===== src/rtl/cpu_run_pkg.sv =====
// Shared types for the CPU run controller: run modes, stop causes and FSM states.
package cpu_run_pkg;

  typedef enum logic [1:0] {
    MODE_FREE  = 2'd0,
    MODE_MATCH = 2'd1,
    MODE_STEP  = 2'd2
  } mode_t;

  typedef enum logic [1:0] {
    CAUSE_NONE  = 2'd0,
    CAUSE_LIMIT = 2'd1,
    CAUSE_MATCH = 2'd2,
    CAUSE_ABORT = 2'd3
  } cause_t;

  typedef enum logic [2:0] {
    ST_IDLE,
    ST_HOLD,
    ST_ARM,
    ST_RUN,
    ST_STEP_WAIT,
    ST_STEP_EXEC,
    ST_STOP
  } state_t;

  // The reserved encoding 3 runs as FREE.
  function automatic mode_t decode_mode(input logic [1:0] m);
    case (m)
      2'd1:    return MODE_MATCH;
      2'd2:    return MODE_STEP;
      default: return MODE_FREE;
    endcase
  endfunction

endpackage


===== src/rtl/cpu_run_ctrl_sat_counter.sv =====
// Width-parametrised up-counter that sticks at all-ones; clear wins over increment.
module sat_counter #(
  parameter int unsigned W = 32
) (
  input  logic         clk,
  input  logic         rst,
  input  logic         clr,
  input  logic         inc,
  output logic [W-1:0] count
);

  always_ff @(posedge clk or posedge rst) begin
    if (rst) begin
      count <= '0;
    end else if (clr) begin
      count <= '0;
    end else if (inc && !(&count)) begin
      count <= count + W'(1);
    end
  end

endmodule


===== src/rtl/cpu_run_ctrl.sv =====
// Run controller for the CPU core: sequences reset/enable, runs FREE/MATCH/STEP
// modes with an optional cycle limit, and captures the core result at the stop.
module cpu_run_ctrl
  import cpu_run_pkg::*;
#(
  parameter int unsigned DATA_W     = 32,
  parameter int unsigned CYC_W      = 32,
  parameter int unsigned RST_CYCLES = 2
) (
  input  logic              clk,
  input  logic              reset,
  input  logic              start,
  input  logic              abort,
  input  logic              step,
  input  logic [1:0]        mode,
  input  logic [CYC_W-1:0]  max_cycles,
  input  logic [DATA_W-1:0] match_value,
  input  logic [DATA_W-1:0] cpu_result,
  output logic              cpu_reset_n,
  output logic              cpu_en,
  output logic              busy,
  output logic              done,
  output logic [1:0]        done_cause,
  output logic [CYC_W-1:0]  cycle_count,
  output logic [DATA_W-1:0] captured_result
);

  localparam int unsigned HOLD_W = (RST_CYCLES > 1) ? $clog2(RST_CYCLES) : 1;

  state_t            state_q, state_d;
  logic [HOLD_W-1:0] hold_q, hold_d;
  mode_t             mode_q, mode_d;
  logic [CYC_W-1:0]  max_q, max_d, cnt_inc;
  logic [DATA_W-1:0] match_q, match_d, capt_d;
  cause_t            cause_q, cause_d, stop_cause;
  logic              rstn_d, en_d, busy_d, done_d;
  logic              cnt_clr, stop, limit_hit;

  sat_counter #(.W(CYC_W)) u_cycle_cnt (
    .clk   (clk),
    .rst   (reset),
    .clr   (cnt_clr),
    .inc   (cpu_en),
    .count (cycle_count)
  );

  // Limit compares against the value the counter takes at this edge.
  assign cnt_inc    = (&cycle_count) ? cycle_count : cycle_count + CYC_W'(1);
  assign limit_hit  = (max_q != '0) && (cnt_inc == max_q);
  assign done_cause = cause_q;

  always_ff @(posedge clk or posedge reset) begin
    if (reset) begin
      state_q         <= ST_IDLE;
      hold_q          <= '0;
      mode_q          <= MODE_FREE;
      max_q           <= '0;
      match_q         <= '0;
      cause_q         <= CAUSE_NONE;
      cpu_reset_n     <= 1'b0;
      cpu_en          <= 1'b0;
      busy            <= 1'b0;
      done            <= 1'b0;
      captured_result <= '0;
    end else begin
      state_q         <= state_d;
      hold_q          <= hold_d;
      mode_q          <= mode_d;
      max_q           <= max_d;
      match_q         <= match_d;
      cause_q         <= cause_d;
      cpu_reset_n     <= rstn_d;
      cpu_en          <= en_d;
      busy            <= busy_d;
      done            <= done_d;
      captured_result <= capt_d;
    end
  end

  always_comb begin
    state_d    = state_q;
    hold_d     = hold_q;
    mode_d     = mode_q;
    max_d      = max_q;
    match_d    = match_q;
    cause_d    = cause_q;
    rstn_d     = cpu_reset_n;
    en_d       = cpu_en;
    busy_d     = busy;
    done_d     = done;
    capt_d     = captured_result;
    cnt_clr    = 1'b0;
    stop       = 1'b0;
    stop_cause = CAUSE_NONE;

    case (state_q)
      ST_IDLE, ST_STOP: begin
        if (start) begin
          mode_d  = decode_mode(mode);
          max_d   = max_cycles;
          match_d = match_value;
          cnt_clr = 1'b1;
          cause_d = CAUSE_NONE;
          done_d  = 1'b0;
          busy_d  = 1'b1;
          rstn_d  = 1'b0;
          en_d    = 1'b0;
          hold_d  = HOLD_W'(RST_CYCLES - 1);
          state_d = ST_HOLD;
        end
      end
      ST_HOLD: begin
        if (abort) begin
          stop       = 1'b1;
          stop_cause = CAUSE_ABORT;
        end else if (hold_q == '0) begin
          rstn_d  = 1'b1;
          state_d = ST_ARM;
        end else begin
          hold_d = hold_q - HOLD_W'(1);
        end
      end
      ST_ARM: begin
        if (abort) begin
          stop       = 1'b1;
          stop_cause = CAUSE_ABORT;
        end else if (mode_q == MODE_STEP) begin
          state_d = ST_STEP_WAIT;
        end else begin
          en_d    = 1'b1;
          state_d = ST_RUN;
        end
      end
      ST_RUN: begin
        if (abort) begin
          stop       = 1'b1;
          stop_cause = CAUSE_ABORT;
        end else if (mode_q == MODE_MATCH && cpu_result == match_q) begin
          stop       = 1'b1;
          stop_cause = CAUSE_MATCH;
        end else if (limit_hit) begin
          stop       = 1'b1;
          stop_cause = CAUSE_LIMIT;
        end
      end
      ST_STEP_WAIT: begin
        if (abort) begin
          stop       = 1'b1;
          stop_cause = CAUSE_ABORT;
        end else if (step) begin
          en_d    = 1'b1;
          state_d = ST_STEP_EXEC;
        end
      end
      ST_STEP_EXEC: begin
        en_d    = 1'b0;
        capt_d  = cpu_result;
        state_d = ST_STEP_WAIT;
        if (abort) begin
          stop       = 1'b1;
          stop_cause = CAUSE_ABORT;
        end else if (limit_hit) begin
          stop       = 1'b1;
          stop_cause = CAUSE_LIMIT;
        end
      end
      default: state_d = ST_IDLE;
    endcase

    // cpu_reset_n is left as-is so a stopped core stays inspectable.
    if (stop) begin
      en_d    = 1'b0;
      capt_d  = cpu_result;
      done_d  = 1'b1;
      busy_d  = 1'b0;
      cause_d = stop_cause;
      state_d = ST_STOP;
    end
  end

endmodule


===== config.mk =====
export PLATFORM = sky130hd
export DESIGN_NAME = cpu_run_ctrl
export DESIGN_NICKNAME = d
export VERILOG_FILES = /design/src/rtl/cpu_run_pkg.sv /design/src/rtl/cpu_run_ctrl_sat_counter.sv /design/src/rtl/cpu_run_ctrl.sv
export SDC_FILE = /design/constraint.sdc
export NUM_CORES = 1
export LEC_CHECK = 0
export CAP_MARGIN = 30
export CORE_AREA = 5 5 217 114
export DETAILED_ROUTE_END_ITERATION = 12
export DIE_AREA = 0 0 222 119
export GPL_TIMING_DRIVEN = 1
export PLACE_DENSITY = 0.55
export SETUP_SLACK_MARGIN = 0.05
export SLEW_MARGIN = 20
export SYNTH_ARGS = -nofsm -noshare
export SYNTH_HDL_FRONTEND = slang
export SYNTH_SLANG_ARGS = --single-unit

===== constraint.sdc =====
create_clock -name clk -period 6.42 [get_ports clk]
set_input_delay 1.284 -clock clk [delete_from_list [all_inputs] [get_ports clk]]
set_output_delay 1.284 -clock clk [all_outputs]
set_load 0.03 [all_outputs]

=== After elaboration in Yosys (flattened, before gate mapping) ===
Index checks and enable logic that the tools add are counted.
Widths: inputs -> output; s select.

* Bits in registers: 140
* Latch bits: 0
* Memory bits (writable): 0
* Memory bits (read-only): 0
* Input port bits: 103
* Output and inout bits: 70
* Memories kept: 0

* $add $sub $neg: 2
* Multiply operators: 0
* Div/mod/pow operators: 0
* $lt $le $gt $ge: 0
* Equality and inequality tests: 23
* Shift operators: 0
* Multiplexer cells: 50
* Bitwise gates (word level): 0
* Reduce and logical (&&, ||, !) cells: 21

{| class="wikitable"
|+ Operators with widths
! cell !! count
|-
| $mux 32 || 5
|-
| $eq 32x32->1 || 2
|-
| $add 32x1->32 const B || 1
|-
| $reduce_and 32->1 || 1
|-
| $reduce_bool 32->1 || 1
|-
| $mux 3 || 8
|-
| $mux 1 || 23
|-
| $ne 3x3->1 const B || 7
|-
| $pmux 3 s6 || 1
|-
| $mux 2 || 7
|-
| $reduce_bool 2->1 || 5
|-
| $eq 3x3->1 const B || 3
|-
| $ne 2x2->1 const B || 4
|-
| $reduce_and 7->1 || 1
|-
| $eq 3x2->1 const B || 2
|-
| $pmux 2 s3 || 1
|-
| $reduce_and 6->1 || 1
|-
| $reduce_bool 5->1 || 1
|-
| $eq 2x1->1 const B || 2
|-
| $eq 2x2->1 const B || 2
|-
| $pmux 1 s2 || 2
|-
| $pmux 1 s4 || 1
|-
| $pmux 2 s2 || 1
|-
| $reduce_and 2->1 || 2
|-
| 10 further kinds || 12
|}

=== Depth between registers and ports, before layout ===
* Depth after elaboration: 10
* Mapped depth: 14

=== Modules after synthesis ===
A second synthesis with hierarchy kept.

* Cells, all modules: 889
* Area total of the unflattened synthesis: 8159.1 um^2

{| class="wikitable"
|+ Modules (own cells, without submodules)
! module !! instances !! cells each !! area an instance (um^2)
|-
| cpu_run_ctrl || 1 || 691 || 6284.8
|-
| sat_counter || 1 || 198 || 1874.3
|}

=== Least setup slack after synthesis ===
Ideal clock, no wire load.

* Path kind: reg-to-reg
* Start point: register u_cycle_cnt.count[9]
* End point: register captured_result[10]
* Library setup time: 0.125 ns
* Arrival time: 4.194 ns
* Path slack: 2.101 ns
* Stages on the path, launching flop included: 15
* Path buffers: 4
* Clock period less this slack: 4.319 ns
* Path through: dfrtp_1 buf_2 nand4_1 or4_1 buf_2 or3_1 buf_2 and3_1 a221o_1 or4_1 nor4_1 nand4_2 a31oi_4 buf_6 mux2_2

* Longest elaborated chain between the ends: 9

{| class="wikitable"
|+ RTL lines
! element !! RTL line !! text
|-
| from (decl) || cpu_run_ctrl_sat_counter.sv:9 || <nowiki>output logic [W-1:0] count</nowiki>
|-
| from (signal assigned) || cpu_run_ctrl_sat_counter.sv:18 || <nowiki>count <= count + W'(1);</nowiki>
|-
| $add 32x1->32 / $reduce_and 32->1 (equally long branches) || cpu_run_ctrl.sv:48 || <nowiki>assign cnt_inc = (&cycle_count) ? cycle_count : cycle_count + CYC_W'(1);</nowiki>
|-
| $mux 32 (*) || cpu_run_ctrl.sv:48 ||
|-
| $eq 32x32->1 (*) || cpu_run_ctrl.sv:49 || <nowiki>assign limit_hit = (max_q != '0) && (cnt_inc == max_q);</nowiki>
|-
| $logic_and 1x1->1 (*) || cpu_run_ctrl.sv:49 ||
|-
| $mux 1 (*) || cpu_run_ctrl.sv:141, cpu_run_ctrl.sv:162 ||
|-
| $mux 1 || cpu_run_ctrl.sv:138 || <nowiki>end else if (mode_q == MODE_MATCH && cpu_result == match_q) begin</nowiki>
|-
| $mux 1 || cpu_run_ctrl.sv:135 || <nowiki>if (abort) begin</nowiki>
|-
| $pmux 1 s3 (*) || cpu_run_ctrl.sv:96 || <nowiki>case (state_q)</nowiki>
|-
| $mux 32 / $reduce_bool 2->1 (equally long branches) || - ||
|-
| to (signal assigned) || cpu_run_ctrl.sv:76 || <nowiki>captured_result <= capt_d;</nowiki>
|-
| to (decl) || cpu_run_ctrl.sv:25 || <nowiki>output logic [DATA_W-1:0] captured_result</nowiki>
|}

Mark *: on every way between the ends. The rest lies on a longest branch, timed or not.
A chain may end at the register's enable or synchronous reset.

=== Worst setup path in the final report ===
* Start point: register u_cycle_cnt.count[8]
* End point: register captured_result[27]

The elaborated chain is that of the path after synthesis.

==> qor.yml <==
status: "complete, no violations"
tns_ps: 0
drv_slew: 0
power_frac_seq_pct: 35.1
synthCells: 888
vias: 7076
power_leakage_nw: 4.236
cp-startpoint: "u_cycle_cnt.count[8]"
wirelength_mm: 26.94
dpl.cell_count: 1321
combPwrFrac_pct: 41.1
start_util_pct: 34.67
swShare_pct: 40.21
post-cts-setup-buffers: 0
cts_tree: "yes"
pwr-share-clk_pct: 23.9
grt_max_degree: 97
port_buffers: 172
drive_gt1_share_pct: 8.596
die_x_um: 222
cts_resized: 0
power_switching_mw: 1.807
n_fill_cell: 2188
relSlewSlack_pct: 40.37
fmax_mhz: 195.5
wire_per_inst_um: 19.90
worstPathArrival_ps: 5440
core_area_um2: 22450
syn_area_per_cell_um2: 8.763
final_common_cell: "nand2_1"
r2r_start: "u_cycle_cnt.count[8]"
syn_area_um2: 7781
ir_drop_uv: 179.5
p_per_area_nw_per_um2: 431.6
synth_nets: 992
clock_latency_ps: 440
first_iter_violations: 613
grt_pass1_vias: 6666
detail-route-antenna-nets: 0
grt_overflow: 0
instances_no_fill: 1354
track_usage_pct: 20.48
synthFlopType: "dfrtp_1"
num_rows: 39
synth_edf_count: 0
grt_pass1_wl_mm: 41.84
insertedDiodeCount: 0
ys_async_sr_fraction_pct: 100.0
syn_to_final_growth_pct: 33.78
min_from: "done"
cts-root-buf: "clkbuf_16"
synth_warnings: 0
fin_util_pct: 46.38
skew_ps: 10.41
holdWs_ps: 475.9
yosysUniqueCellTypes: 67
ys_seq_elements: 140
fp.dieArea_um2: 26420
grt_setup_unrepaired: "false"
intPower_mw: 2.686
place_congestion: 0.9549
crit_fanout: 32
ioPinCount: 173
cts_made_buffers: 17
r2r_slack_ps: 1300
seq_area_frac_synth_pct: 45.02
drt_pre_antenna_iters: 8
path_clk_slew_ps: 70
clk_path_buf_depth: 2
period_minus_slack_ps: 5116
final_cell_mix: "232 x nand2_1, 172 x clkdlybuf4s50_1, 140 x dfrtp_1, 55 x xnor2_1, 42 x nor2_1"
critPathRequiredTime_ps: 6740
end_kind: "flop"
drc_errors: 0
hpwl_mm: 20.27
holdCritPathClass: "reg -> reg"
fp.dieH_um: 119
vias_per_cell: 5.226
max-cap-violations: 0
final.period_utilization_pct: 79.69
hold_buffers: 0
crit_type: "reg -> reg"
nNetsFinal: 1138
htreeDepth: 4
crit_path_start_kind: "flop"
worst_pin_slew_ps: 892.2
finalHoldViolCount: 0
clock_sinks: 140
setup_viol: 0
antenna_found_initial: 0
-- path summary, 6_finish.rpt --
check | end | depth (start not counted)
max in group asynchronous | captured_result[28] | 4
worst max register to register | captured_result[27] | 11
min in group asynchronous | state_q[1] | 2
worst min register to register | done | 2
worst max-delay path | captured_result[27] | 11
worst min-delay path | done | 2
-- critical path: stages, from the launching register on --
cell and delay (ps):
dfrtp_1 550, nand4_1 320, or4_1 630, or3_1 570, and3_1 240, a221o_1 240, or4_1 500, nor4_1 550
nand4_2 310, a31oi_4 240, buf_4 420, mux2_2 390
-- cell usage after synthesis, types with 4 or more instances --
cell	n	area share [%]
nand2_1	232	11
dfrtp_1	140	45
xnor2_1	55	6.2
nor2_1	42	2.0
clkbuf_1	39	1.9
o21ai_0	35	2.3
mux2_2	33	4.8
a21oi_1	29	1.9
nor3_1	25	1.6
nand3_1	24	1.5
nor4_1	23	1.8
xor2_1	22	2.5
inv_1	21	1.0
nand4_1	20	1.6
or3_1	18	1.4
a31oi_1	9	0.72
and3_1	7	0.56
and4_1	7	0.79
buf_2	6	0.39
buf_1	5	0.24
o211ai_1	5	0.48
o22ai_1	5	0.40
or2_2	5	0.40
nor2b_1	4	0.32
o221ai_1	4	0.45
or4_1	4	0.39
-- cell type report --
class	instances	area (µm²)	area share (%)
Multi-Input combinational cell	672	3970	38.14
Sequential cell	140	3503	33.65
Timing Repair Buffer	182	1837	17.64
Clock buffer	18	439.2	4.219
Tap cell	307	384.1	3.690
Clock inverter	14	192.7	1.851
Inverter	21	83.83	0.8053
-- power groups by stage --
stage / clock, mW / combinational, mW / sequential, mW
finish: 1.07 / 1.85 / 1.58
global route: 1.13 / 2.03 / 1.62
CTS: 1.10 / 1.86 / 1.57
detailed placement: 0 / 1.85 / 1.58
global placement: 0 / 1.82 / 1.58
floorplan: 0 / 1.00 / 1.70
-- per-stage QoR --
step	worst slack, ps	total power, mW	instance area, µm²
global placement	1527	3.401	9723
global route	1091	4.783	10410
CTS	1376	4.521	10380
detailed placement	1412	3.426	9751
floorplan	1383	2.708	7781
finish	1304	4.493	10410
-- cells by family (layout without fill, tap and decap cells) --
group | Yosys count | in the layout | synth area share (%)
muxes | 39 | 39 | 5.596
and+or+nand+nor | 427 | 427 | 25.49
buffers and inverters | 76 | 235 | 4.084
xor gates and xnor gates | 77 | 77 | 8.667
AOI/OAI and AO/OA | 128 | 128 | 10.98
DFF | 140 | 140 | 45.02
adders and majority gates | 1 | 1 | 0.1608
-- sequential cells by signal (all words and copies together), names as in the netlist, 2 cells and up --
register           count
captured_result       32
match_q               32
max_q                 32
u_cycle_cnt.count     32
state_q                3
done_cause             2
mode_q                 2
-- routing by layer --
metal / track usage (%) / vias up / wire length (µm)
met2: 23.37 / 280 / 9582
met1: 35.25 / 3387 / 14870
met3: 5.998 / 21 / 2213
li1: - / 3388 / -
met5: 0 / - / 0
met4: 4.848 / 0 / 275
No activity file was read; power rests on OpenSTA's default activity.
==> variant 1: new RTL, same settings <==
`RST_CYCLES`: 2 -> 1.
--- a/src/rtl/cpu_run_ctrl.sv
+++ b/src/rtl/cpu_run_ctrl.sv
@@ -5,7 +5,7 @@
 #(
   parameter int unsigned DATA_W     = 32,
   parameter int unsigned CYC_W      = 32,
-  parameter int unsigned RST_CYCLES = 2
+  parameter int unsigned RST_CYCLES = 1
 ) (
   input  logic              clk,
   input  logic              reset,
Formal check against the unedited RTL: not equivalent (a bounded check fails within 4 cycles, from zero or initial values and one cycle with reset high).
==> variant 1 against the unedited design <==
- count of clock-buffer cells in the layout increased by 3
- sequential cell count fell by 1
- critical path depth is 1 higher
- clock power is 12% lower
- design area fell by 2.5%
- synthesized area fell by 2.2%
- routed wire length is 5.3% lower
- total power decreased by 1.1%
- worst setup slack improved by 0.17 ns
- largest power group unchanged
- highest routed layer unchanged
==> variant 1: results (changes against the unedited design) <==
* Static leakage at 4.35 nW (+2.7%)
* Mapped Cells at 832 (-6.3%)
* Inverters at 6 (-71%)
* Comb_multi_in at 646 (-3.9%)
* Sequential share of cell area at 0.343 (+0.00604)
* Worst VDD drop at 0.211 mV (+18%)
* Max Clock Skew at 0.00971 ns (-0.000707 ns)
* Initial DRC count at 677 (+10%)
* Arrival time worst endpoint at 5.25 ns (-0.19 ns)
* Filler cell count at 2,166 (-1.0%)
* First-pass GRT wire length at 39,700 um (-5.2%)
* Initial antenna violation count at 0 (unchanged)
* Synth area leaders: dfrtp_1 (46%), nand2_1 (12%), mux2_4 (5.9%), xor2_1 (5.6%), xnor2_1 (4.3%)
* Worst stage delay on the critical path at 0.67 ns (+0.04 ns)
* Hold WC Path Type: register to register
* Adder-Cell Fraction of Synth Area at 0.00164 (+0.0000368)
* Drt first pass iters at 7 (-1)
* Signal buffers at 180 (-1.1%)
* Post-Syn Nets at 936 (-5.6%)
* Largest net degree at the start of global routing at 58 (-40%)
* Seq/Total Area, Yosys at 0.457 (+0.00700)
* Routed len/inst at 19.5 um (-2.1%)
* Syn Area/Cell at 9.14 um2 (+4.3%)
* Routed WL at 25,500 um (-5.3%)
* PortBufs at 172 (unchanged)
* Setup WS pre-CTS at 1.54 ns (+0.125 ns)
* Cells after DPL at 1,278 (-3.3%)
* Async set-reset flop share out of synthesis at 1.00 (unchanged)
* Most common flop cell mapped by yosys: dfrtp_1
* Multiplexer share of the synthesized area at 0.0661 (+0.0102)
* Complex-gate fraction of the synthesized area at 0.0855 (-0.0243)
* Area delta synth->final at 33.5%
* Multi-input gate share of total cell area at 0.387 (+0.00520)
* Post-synthesis cell type count at 68 (+1.5%)
* Cell Area, Placed at 0.00960 mm2 (-1.6%)
* Flip-flop and latch count at 139 (-0.71%)
* Clock buf count at 21 (+3)
* Vias in the first global route at 6,423 (-3.6%)
* Max-Slew Margin vs Limit at 0.366 (-0.0375)
* GRT Overall Usage at 0.193 (-0.0118)
* CTS clock-pin slew for the worst setup and hold paths at approximately 0.060 ns
* Final nets at 1,094 (-3.9%)
* Vias at 6,609 (-6.6%)
* Status: complete, no violations
* Delay-heaviest family, CP: simple AND/OR/NAND/NOR gates
* XOR/XNOR Fraction of Synth Area at 0.102 (+0.0153)
* Share of cells above drive strength 1 at 0.0837 (-0.00221)
* Worst Path Max Fanout at 32 (unchanged)
* Final HPWL DP at 19,100 um (-5.6%)
* Clock network share of area at 0.0548 (-0.00586)
* Root Driver: clkbuf_16
* Commonest cells post-synth: nand2_1 (247), dfrtp_1 (139), xor2_1 (49), nor2_1 (44), xnor2_1 (37)
* Non-clock buffer share at 0.175 (-0.000964)
* Diodes inserted at 0 (unchanged)
* Gpl congestion at 0.944 (-1.2%)
* Slowest stage cell on the critical path: nor3_1
variant 1: layer usage:
metal	GRT usage	share of wire	vias to the layer above
li1	-	-	3189
met1	0.324	0.55	3133
met2	0.234	0.36	271
met3	0.0551	0.084	16
met4	0.0404	0.0072	0
met5	0	0	-
variant 1: report_power, final:
part / internal (W) / total [W] / switching (W)
combinational: 0.000863 / 0.00190 / 0.00104
sequential: 0.00122 / 0.00160 / 0.000378
clock: 0.000550 / 0.000946 / 0.000395
variant 1: final timing paths:
kind	end	slack, ns	cells past startpoint	startpoint
max	captured_result[3]	1.48	12	u_cycle_cnt.count[1]
min	done	0.48	1	done
max reg2reg	captured_result[3]	1.48	12	u_cycle_cnt.count[1]
min reg2reg	done	0.48	1	done
max in group asynchronous	match_q[30]	4.13	3	reset
min in group asynchronous	match_q[7]	1.25	2	reset
variant 1: kinds of logic after synthesis:
group	count (synthesis)
and+or+nand+nor	428
DFF	139
AOI/OAI and AO/OA	95
xor gates and xnor gates	87
buffers and inverters	47
muxes	35
adders and majority gates	1
==> variant 2: new RTL, config.mk and constraints unchanged <==
Made on the original files. Add an input register stage for `match_value`, cleared by the reset; this delays it by one clock. The other inputs are not delayed to match.
--- a/src/rtl/cpu_run_ctrl.sv
+++ b/src/rtl/cpu_run_ctrl.sv
@@ -26,6 +26,16 @@
 );
 
   localparam int unsigned HOLD_W = (RST_CYCLES > 1) ? $clog2(RST_CYCLES) : 1;
+
+  logic [DATA_W-1:0] match_value_q;
+
+  always_ff @(posedge clk or posedge reset) begin
+    if (reset) begin
+      match_value_q <= '0;
+    end else begin
+      match_value_q <= match_value;
+    end
+  end
 
   state_t            state_q, state_d;
   logic [HOLD_W-1:0] hold_q, hold_d;
@@ -98,7 +108,7 @@
         if (start) begin
           mode_d  = decode_mode(mode);
           max_d   = max_cycles;
-          match_d = match_value;
+          match_d = match_value_q;
           cnt_clr = 1'b1;
           cause_d = CAUSE_NONE;
           done_d  = 1'b0;
Function: changed (Yosys sat finds a counterexample within 10 cycles, from zero or initial values and one cycle with reset high).
==> variant 2 against the unedited design <==
- hold slack got worse by 0.040 ns
- routed wire length increased by 0.48%
- sequential power increased by 15%
- non-clock buffer count unchanged
- total power increased by 6.7%
- sequential cell count increased by 32
- synthesized area increased by 9.8%
- worst setup slack improved by 0.43 ns
- design area increased by 7.0%
==> variant 2: results (changes against the unedited design) <==
* Multiplexer share of the synthesized area at 0.0624 (+0.00645)
* Hold Path Sink: match_q[12]
* PortBufs at 172 (unchanged)
* Max Clock Skew at 0.0108 ns (+0.000377 ns)
* Largest net degree at the start of global routing at 100 (+3.1%)
* Slew at the pin closest to its max-slew limit at 0.936 ns (+0.0438 ns)
* Setup repair bufs after CTS at 0 (unchanged)
* Worst VDD drop at 0.191 mV (+6.4%)
* Hold WC Path Type: register to register
* Filler cell count at 2,159 (-1.3%)
* Seq/Total Area, Yosys at 0.504 (+0.0537)
* Share of cells above drive strength 1 at 0.0771 (-0.00889)
* Post-synthesis cell type count at 66 (-1.5%)
* Post-Syn Nets at 992 (unchanged)
* Static leakage at 4.87 nW (+15%)
* Met2 wire length at 9930 um (+3.7%)
* Synth area leaders: dfrtp_1 (50%), nand2_1 (10%), mux2_4 (5.3%), xor2_1 (4.8%), xnor2_1 (3.7%)
* Initial antenna violation count at 1 (+1)
* R2r setup slk at 1.73 ns (+0.43 ns)
* First-pass GRT wire length at 42,000 um (+0.48%)
* XOR/XNOR Fraction of Synth Area at 0.0879 (+0.00123)
* Initial DRC count at 680 (+11%)
* GRT Overall Usage at 0.205 (+0.000703)
* Most common flop cell mapped by yosys: dfrtp_1
* Routed len/inst at 19.9 um (+0.18%)
* Hold_ws at 0.436 ns (-0.0402 ns)
* Synth warn at 0 (unchanged)
* Worst Setup EP: captured_result[21]
* Met3 wire len at 2590 um (+17%)
* Clk_lat worst skew at 0.44 ns (about the same)
* Gpl congestion at 0.914 (-4.3%)
* Total CTS buffers at 17 (unchanged)
* Final nets at 1,142 (+0.35%)
* Arrival time worst endpoint at 5.01 ns (-0.43 ns)
* Vias at 7,073 (-0.042%)
* Final HPWL DP at 20,100 um (-0.65%)
* Complex-gate fraction of the synthesized area at 0.0754 (-0.0344)
* Reg2reg start: u_cycle_cnt.count[1]
* Adder-Cell Fraction of Synth Area at 0.00146 (-0.000143)
* Drt first pass iters at 6 (-2)
* Status: complete, no violations
* Vias in the first global route at 6,758 (+1.4%)
* CTS clock-pin slew for the worst setup and hold paths at 0.07 ns (about the same)
* Commonest cells post-synth: nand2_1 (236), dfrtp_1 (172), nor2_1 (52), xor2_1 (47)
* Worst Path Max Fanout at 17 (-47%)
* Antenna-violating nets left at 0 (unchanged)
* Largest family of logic cells by synthesized area: simple AND/OR/NAND/NOR gates
* Hold violation total from the final report at 0 (unchanged)
* HP Start: match_value_q[12]
* Async set-reset flop share out of synthesis at 1.00 (unchanged)
* Worst R2R Path Depth at 12 (+1)
* Metal-1 WL at 14,300 um (-3.8%)
* Root Driver: clkbuf_16
* Worst stage delay on the critical path at 0.69 ns (+0.06 ns)
* CTS Buffer Depth at 2 (unchanged)
* DR top layer: met5
==> variant 2: tightest hold or removal path, stage by stage (launching register included) <==
cell and delay (ns):
dfrtp_1 0.32, nand2_1 0.04, nand2_1 0.04
==> variant 2: cells by family after synthesis <==
kind of cell | Yosys count
AO/OA/AOI/OAI | 94
XOR/XNOR | 84
adder cells (fa/ha/maj) | 1
buffers and inverters | 61
flip-flops | 172
multiplexers | 38
AND/OR/NAND/NOR | 438
==> variant 2: area by class of cell <==
class                      count  area (um2)  area share
clock buffer                  23         478      0.0429
clock inverter                 9         111      0.0100
inverter                      10        42.5     0.00382
multi-input combinational    655        3970       0.357
sequential                   172        4300       0.386
tap                          307         384      0.0345
timing repair buffer         182        1850       0.166
==> variant 2: routing by layer <==
| layer | up-vias | track usage |
|---|---|---|
| li1 | 3348 | - |
| met4 | 2 | 0.0439 |
| met2 | 290 | 0.248 |
| met3 | 22 | 0.0737 |
| met5 | - | 0 |
| met1 | 3411 | 0.338 |
==> variant 2: per-stage QoR <==
step                utilization  cells  power (W)  cell area, um2  setup WS [ns]
global route              0.496   1358    0.00508           11100           1.39
floorplan                     -    888    0.00300            8540          0.476
detailed placement        0.469   1324    0.00374           10500           1.68
finish                    0.496   1358    0.00479           11100           1.73
global placement          0.466   1322    0.00370           10500           1.57
CTS                       0.495   1356    0.00481           11100           1.83
==> variant 2: power breakdown <==
part / switching, W / internal [W] / leakage, nW
clock: 0.000444 / 0.000606 / 0.284
combinational: 0.00106 / 0.000877 / 2.45
sequential: 0.000372 / 0.00144 / 2.13
